===== src/rtl/timer_regs_if.sv =====
// Single-master register bus between the CPU side and timer_regs.
interface timer_regs_if #(parameter int ADDR_W = 4);
  logic              bus_sel;
  logic              bus_wr;
  logic [ADDR_W-1:0] bus_addr;
  logic [31:0]       bus_wdata;
  logic [31:0]       bus_rdata;
  logic              bus_ack;

  modport master (output bus_sel, bus_wr, bus_addr, bus_wdata, input bus_rdata, bus_ack);
  modport slave  (input bus_sel, bus_wr, bus_addr, bus_wdata, output bus_rdata, bus_ack);
endinterface


===== src/rtl/timer_regs.sv =====
// Register front-end for the timing counter: bus decode, trigger pulses, sticky maskable irq.
// Optional TIMER_REGS_LOCK_EN: TERM/MODE writes are discarded (and LOCKERR set) while running.
module timer_regs #(
  parameter int ADDR_W = 4,
  parameter int CNT_W  = 32
) (
  input  logic             clk,
  input  logic             reset,
  timer_regs_if.slave      bus,
  output logic             ro_trig_start,
  output logic             ro_trig_halt,
  output logic             ro_mode,
  output logic [CNT_W-1:0] ro_termcount,
  input  logic             rf_status,
  input  logic [CNT_W-1:0] rf_currcount,
  input  logic             rf_int,
  output logic             irq
);

  typedef enum logic [1:0] {S_IDLE, S_ACK, S_HOLD} state_t;

  state_t      r_state;
  logic [31:0] r_rdata;
  logic        r_ack, r_ien, r_pend, r_lockerr, r_int_d;
  logic [31:0] w_rdata;
  logic [1:0]  w_reg;
  logic        w_hit, w_acc, w_wr, w_lock, w_int_rise;
  logic        w_clr_pend, w_clr_lock, w_lock_set;
  logic        w_unused;

  // Upper address bits only exist for ADDR_W > 4; any set bit there is unmapped.
  generate
    if (ADDR_W > 4) begin : g_hi
      assign w_hit = ~|bus.bus_addr[ADDR_W-1:4];
    end else begin : g_nohi
      assign w_hit = 1'b1;
    end
  endgenerate

`ifdef TIMER_REGS_LOCK_EN
  assign w_lock = rf_status;
`else
  assign w_lock = 1'b0;
`endif

  assign w_unused   = &{1'b0, bus.bus_addr[1:0]};
  assign w_reg      = bus.bus_addr[3:2];
  assign w_acc      = (r_state == S_IDLE) && bus.bus_sel;
  assign w_wr       = w_acc && bus.bus_wr && w_hit;
  assign w_int_rise = rf_int & ~r_int_d;
  assign w_clr_pend = w_wr && (w_reg == 2'd3) && bus.bus_wdata[0];
  assign w_clr_lock = w_wr && (w_reg == 2'd3) && bus.bus_wdata[1];
  // A CTRL write only counts as discarded when it tries to change MODE.
  assign w_lock_set = w_wr && w_lock &&
                      ((w_reg == 2'd1) || ((w_reg == 2'd0) && (bus.bus_wdata[2] != ro_mode)));

  assign bus.bus_rdata = r_rdata;
  assign bus.bus_ack   = r_ack;

  always_comb begin
    w_rdata = '0;
    if (w_hit) begin
      case (w_reg)
        2'd0:    w_rdata = {28'd0, r_ien, ro_mode, 1'b0, rf_status};
        2'd1:    w_rdata = 32'(ro_termcount);
        2'd2:    w_rdata = 32'(rf_currcount);
        default: w_rdata = {30'd0, r_lockerr, r_pend};
      endcase
    end
  end

  always_ff @(posedge clk or posedge reset) begin
    if (reset) begin
      r_state       <= S_IDLE;
      r_rdata       <= '0;
      r_ack         <= 1'b0;
      ro_trig_start <= 1'b0;
      ro_trig_halt  <= 1'b0;
      ro_mode       <= 1'b0;
      ro_termcount  <= '0;
      r_ien         <= 1'b0;
      r_pend        <= 1'b0;
      r_lockerr     <= 1'b0;
      r_int_d       <= 1'b0;
      irq           <= 1'b0;
    end else begin
      r_ack         <= 1'b0;
      r_rdata       <= '0;
      ro_trig_start <= 1'b0;
      ro_trig_halt  <= 1'b0;
      r_int_d       <= rf_int;
      // Set beats a same-cycle W1C clear.
      r_pend        <= w_int_rise | (r_pend & ~w_clr_pend);
      r_lockerr     <= w_lock_set | (r_lockerr & ~w_clr_lock);
      irq           <= r_pend & r_ien;

      case (r_state)
        S_IDLE: if (bus.bus_sel) begin
          r_state <= S_ACK;
          r_ack   <= 1'b1;
          if (!bus.bus_wr) r_rdata <= w_rdata;
        end
        S_ACK:   r_state <= S_HOLD;
        S_HOLD:  if (!bus.bus_sel) r_state <= S_IDLE;
        default: r_state <= S_IDLE;
      endcase

      if (w_wr) begin
        case (w_reg)
          2'd0: begin
            ro_trig_start <= bus.bus_wdata[0] & ~bus.bus_wdata[1];
            ro_trig_halt  <= bus.bus_wdata[1];
            r_ien         <= bus.bus_wdata[3];
            if (!w_lock) ro_mode <= bus.bus_wdata[2];
          end
          2'd1:    if (!w_lock) ro_termcount <= bus.bus_wdata[CNT_W-1:0];
          default: ;
        endcase
      end
    end
  end

endmodule


===== src/flat_wrapper.sv =====
// flat-port wrapper written by rule: the top's interface ports become plain ports
module timer_regs_flat 
#(
  parameter int ADDR_W = 4,
  parameter int CNT_W  = 32
)
  (clk, reset, ro_trig_start, ro_trig_halt, ro_mode, ro_termcount, rf_status, rf_currcount, rf_int, irq, bus_bus_sel, bus_bus_wr, bus_bus_addr, bus_bus_wdata, bus_bus_rdata, bus_bus_ack);
  timer_regs_if #(.ADDR_W(ADDR_W)) bus_i ();
  input  logic clk;
  input  logic reset;
  output logic ro_trig_start;
  output logic ro_trig_halt;
  output logic ro_mode;
  output logic [CNT_W-1:0] ro_termcount;
  input  logic rf_status;
  input  logic [CNT_W-1:0] rf_currcount;
  input  logic rf_int;
  output logic irq;
  input wire logic [$bits(bus_i.bus_sel)-1:0] bus_bus_sel;
  input wire logic [$bits(bus_i.bus_wr)-1:0] bus_bus_wr;
  input wire logic [$bits(bus_i.bus_addr)-1:0] bus_bus_addr;
  input wire logic [$bits(bus_i.bus_wdata)-1:0] bus_bus_wdata;
  output wire logic [$bits(bus_i.bus_rdata)-1:0] bus_bus_rdata;
  output wire logic [$bits(bus_i.bus_ack)-1:0] bus_bus_ack;
  assign bus_i.bus_sel = bus_bus_sel;
  assign bus_i.bus_wr = bus_bus_wr;
  assign bus_i.bus_addr = bus_bus_addr;
  assign bus_i.bus_wdata = bus_bus_wdata;
  assign bus_bus_rdata = bus_i.bus_rdata;
  assign bus_bus_ack = bus_i.bus_ack;
  timer_regs #(.ADDR_W(ADDR_W), .CNT_W(CNT_W)) u_core (.clk(clk), .reset(reset), .bus(bus_i), .ro_trig_start(ro_trig_start), .ro_trig_halt(ro_trig_halt), .ro_mode(ro_mode), .ro_termcount(ro_termcount), .rf_status(rf_status), .rf_currcount(rf_currcount), .rf_int(rf_int), .irq(irq));
endmodule

===== config.mk =====
export PLATFORM = sky130hd
export DESIGN_NAME = timer_regs_flat
export DESIGN_NICKNAME = d
export VERILOG_FILES = /design/src/rtl/timer_regs_if.sv /design/src/rtl/timer_regs.sv /design/src/flat_wrapper.sv
export SDC_FILE = /design/constraint.sdc
export NUM_CORES = 1
export LEC_CHECK = 0
export ABC_AREA = 1
export BUFFER_PORTS_ARGS = -buffer_cell sky130_fd_sc_hd__buf_2
export CAP_MARGIN = 0
export CORE_AREA = 2 2 90 92
export DETAILED_ROUTE_END_ITERATION = 16
export DIE_AREA = 0 0 92 94
export HOLD_SLACK_MARGIN = 0.05
export PLACE_DENSITY = 0.74
export SYNTH_ARGS = -nofsm -noshare
export SYNTH_HDL_FRONTEND = slang
export SYNTH_SLANG_ARGS = --single-unit

===== constraint.sdc =====
create_clock -name clk -period 2.1 [get_ports clk]
set_clock_uncertainty 0.1 [all_clocks]
set_input_delay 0.21 -clock clk [delete_from_list [all_inputs] [get_ports clk]]
set_output_delay 0.21 -clock clk [all_outputs]
set_load 0.1 [all_outputs]

Word-level counts from Yosys, hierarchy flattened
Index checks and enable logic that the tools add are counted.
Widths: inputs -> output; s select.
- equality and inequality tests: 7
- bitwise operators: 10
- muxes and demuxes: 13
- reductions and logical operators: 10
- operators by type and width (cell ; count):
    $mux 32 ; 3
    $pmux 32 s3 ; 1
    $eq 2x2->1 const B ; 3
    $mux 1 ; 6
    $pmux 2 s3 ; 1
    $reduce_and 2->1 ; 3
    $and 1x1->1 ; 5
    $logic_and 1x1->1 ; 5
    $eq 2x1->1 const B ; 2
    $logic_not 2->1 ; 2
    $mux 2 ; 2
    $ne 2x2->1 const B ; 2
    $not 1->1 ; 4
    $or 1x1->1 ; 1
- bits of input ports: 74
- output and inout bits: 69
- bits in registers: 75
- word-level logic and storage cells: 52

Logic depth before layout (Yosys ltp)
- word-level depth: 8
- mapped depth: 7
- depth with buffers taken out: 6

Worst setup path after synthesis
Ideal clock, no wire load.
- path kind: reg2reg
- start point: register u_core.ro_termcount[0]
- end point: register u_core.r_rdata[0] (netlist: u_core.bus.bus_rdata[0])
- arrival: 1.312 ns
- buffers on the path: 0
- path slack: 0.616 ns
- period minus slack after synthesis: 1.484 ns
- library setup time: 0.072 ns
- stages on the path, launching flop included: 5
- data required time: 1.928 ns
- cells stage by stage: dfrtp_1 inv_1 a21oi_1 nor2_1 nor2_1
- longest elaborated chain between the ends: 4
- RTL lines (item ; line ; RTL):
    start: declaration ; timer_regs.sv:13 ; output logic [CNT_W-1:0] ro_termcount,
    start signal: assignment ; timer_regs.sv:116 ; 2'd1: if (!w_lock) ro_termcount <= bus.bus_wdata[CNT_W-1:0];
    $pmux 32 s3 ; timer_regs.sv:63 ; case (w_reg)
    $mux 32 ; timer_regs.sv:101 ; if (!bus.bus_wr) r_rdata <= w_rdata;
    $mux 32 ; timer_regs.sv:98 ; S_IDLE: if (bus.bus_sel) begin
    $mux 32 ; timer_regs.sv:97 ; case (r_state)
    end signal: assignment ; timer_regs.sv:101 ;
    end: declaration ; timer_regs.sv:23 ; logic [31:0] r_rdata;
Every way passes these cells.
A chain may end at the register's enable or synchronous reset.

Final worst setup path
- start point: register u_core.r_state[1]
- end point: register u_core.ro_termcount[3]
- longest elaborated chain between the ends: 4
- RTL lines (item ; line ; RTL):
    start: declaration ; timer_regs.sv:22 ; state_t r_state;
    start signal: assignment ; timer_regs.sv:74 ; r_state <= S_IDLE;
    start signal: assignment ; timer_regs.sv:99 ; r_state <= S_ACK;
    start signal: assignment ; timer_regs.sv:103 ; S_ACK: r_state <= S_HOLD;
    $logic_not 2->1 ; timer_regs.sv:48 ; assign w_acc = (r_state == S_IDLE) && bus.bus_sel;
    $logic_and 1x1->1 ; timer_regs.sv:48 ;
    $logic_and 1x1->1 ; timer_regs.sv:49 ; assign w_wr = w_acc && bus.bus_wr && w_hit;
    $reduce_and 2->1 (no line) ; - ;
Every way passes these cells.

==> flow_summary.ini <==
[timing]
slew_violations = 0
slew_headroom = 0.594
fin_crit_ps = 1540
hold-worst-slack_ps = 74.5
finalHoldViolCount = 0
finalCritPeriodShare = 0.734
rsz0062_at_grt = no
max_clock_freq_ghz = 0.649
setup_tns_ps = 0
finalSetupViolations = 0
tightestPinTransition_ps = 608

[synthesis]
avgSynthCellArea_sq_um = 9.23
synth_cell_types = 26
synth_edf_count = 0
seq_area_frac_synth = 0.603
ys.flop_type = dfrtp_1
syn_inst = 337
ys_ff_latch = 75
synth_fp_nets = 411
synthArstFlopShare = 1.00
yosys_warnings = 0
netlist_area_sq_um = 3110

[route]
drt_iter0_markers = 117
routed_wirelength_um = 9230
drt_first_pass_iters = 4
wl_met2_um = 4950
wl_per_cell_um = 14.3
wl_met3_um = 472
drcViolationCount = 0
antenna_left = 0
vias_per_cell = 4.76
met1Wirelength_um = 3580
dr.max_layer_used = met4
num_vias = 3067

[clock_network]
htreeDepth = 3
cts-hold-fix-buffers = 61
clk_pin_slew_ps = 80
cts_sinks = 75
cts_resized = 0
ctsLongestPathBuffers = 2
clk_latency_ps = 330
post_cts_buffers = 0
cts_made_buffers = 9
cts_tree = built
root_buffer = clkbuf_8

[cells_and_area]
antenna_cells = 0
layout.nets = 612
multiInputGateArea_sq_um = 1050
regArea_sq_um = 1880
stdcell_count = 644
fillers = 644
area_growth_pct = 50.7
mostFrequentLayoutCell = buf_2
final_cell_mix = buf_2, nand2_1, dfrtp_1
drive_gt1_frac = 0.334
fin_area_sq_um = 4690

[die]
die_y_um = 94
placementRows = 32
ios = 143
core_area_sq_um = 7610
fp.dieW_um = 92
die-area_sq_um = 8650
start_util = 0.409

[global_routing]
antenna_found_initial = 0
grt_pass1_vias = 3108
grt_usage = 0.220
grt_max_degree = 37
grt_first_pass_wirelength_um = 14700
overflow = 0

[power_and_ir_drop]
ir_drop_uv = 944
power_density_nw_per_um2 = 1450
leakage_nw = 2.48
total_power_w = 0.00682

[placed_design]
io_buffer_count = 140
gp_congestion = 0.813
place_area_sq_um = 3890
placedCellCount = 568
dp.final_hpwl_um = 5700

[setup_path]
critPathSlowestCell = dfrtp_1
critPathCaptureType = flip-flop
cp_cell_sequence = nor2_4 -> nand3_4 -> nor2_8 -> o21ai_0
worstPathArrival_ps = 1630
critPathLaunchType = flip-flop
path_max_fanout = 36
critPathRequiredTime_ps = 2190
crit_type = flip-flop to flip-flop
slowest_delay_ps = 470

[outcome]
status = finished, final reports clean

[worst_hold_path]
hp-class = primary input to flip-flop

[flow_run]
maxCapViolCount = 0
-- area by class of cell --
class | count | area share
clock buffers | 11 | 0.0301
clock inverters | 4 | 0.0109
inverters | 20 | 0.0171
multi-input cells | 226 | 0.224
flip-flops and latches | 75 | 0.400
well taps | 102 | 0.0272
repair buffers | 206 | 0.290
-- power by group --
part / total, W / switching (W) / internal (W)
Sequential: 0.00207 / 0.000260 / 0.00181
Combinational: 0.00366 / 0.00313 / 0.000536
Clock: 0.00108 / 0.000505 / 0.000576
-- per-layer routing --
metal,vias up,GRT usage
li1,1463,-
met1,1465,0.257
met3,23,0.0377
met2,116,0.398
met4,0,0.0970
met5,-,0
-- metrics by stage --
| step | worst slack, ps | util |
|---|---|---|
| 2_1_floorplan | 616 | - |
| 3_3_place_gp | 418 | 0.511 |
| 3_5_place_dp | 378 | 0.511 |
| 4_1_cts | 532 | 0.616 |
| 5_1_grt | 427 | 0.616 |
| 6_report | 559 | 0.616 |
-- state kept, by name, indices dropped and copies added, names as in the netlist --
name / cells
u_core.bus.bus_rdata: 32
u_core.ro_trig_start: 1
u_core.r_int_d: 1
u_core.irq: 1
u_core.r_lockerr: 1
u_core.ro_trig_halt: 1
u_core.ro_termcount: 32
u_core.r_ien: 1
u_core.r_pend: 1
u_core.r_state: 2
u_core.ro_mode: 1
u_core.bus.bus_ack: 1
-- cells by family after synthesis --
| family | Yosys count | synth area share |
|---|---|---|
| simple gates | 159 | 0.216 |
| buf+inv | 36 | 0.0591 |
| flops | 75 | 0.603 |
| compound gates | 67 | 0.121 |
-- critical path, delay by kind of cell, from the launching register on --
family | cells | cell delay [ps]
simple gates | 3 | 660
compound gates | 1 | 160
flops | 1 | 470
-- final timing paths --
check / slack (ps) / endpoint / from / cells past startpoint
setup / recovery: 560 / u_core.ro_termcount[3]$_DFFE_PP0P_ / u_core.r_state[1]$_DFFE_PP0P_ / 4
max in group asynchronous: 960 / u_core.ro_termcount[27]$_DFFE_PP0P_ / reset / 4
min in group asynchronous: 390 / u_core.ro_termcount[30]$_DFFE_PP0P_ / reset / 3
setup reg to reg: 560 / u_core.ro_termcount[3]$_DFFE_PP0P_ / u_core.r_state[1]$_DFFE_PP0P_ / 4
hold / removal: 70 / u_core.bus.bus_rdata[21]$_DFF_PP0_ / rf_currcount[21] / 3
hold reg to reg: 370 / u_core.irq$_DFF_PP0_ / u_core.r_ien$_DFFE_PP0P_ / 2
-- synth_stat cells, drive strengths merged, types with 2 or more instances --
master,n,area (sq um)
buf,10,83.8
nand2,134,513
nand3,2,22.5
nor3,3,26.3
clkbuf,6,23.8
nor2,19,105
inv,19,71.3
dfrtp,75,1880
a21oi,30,188
o21ai,35,175
Note: power is estimated with default switching activity, not from simulation.
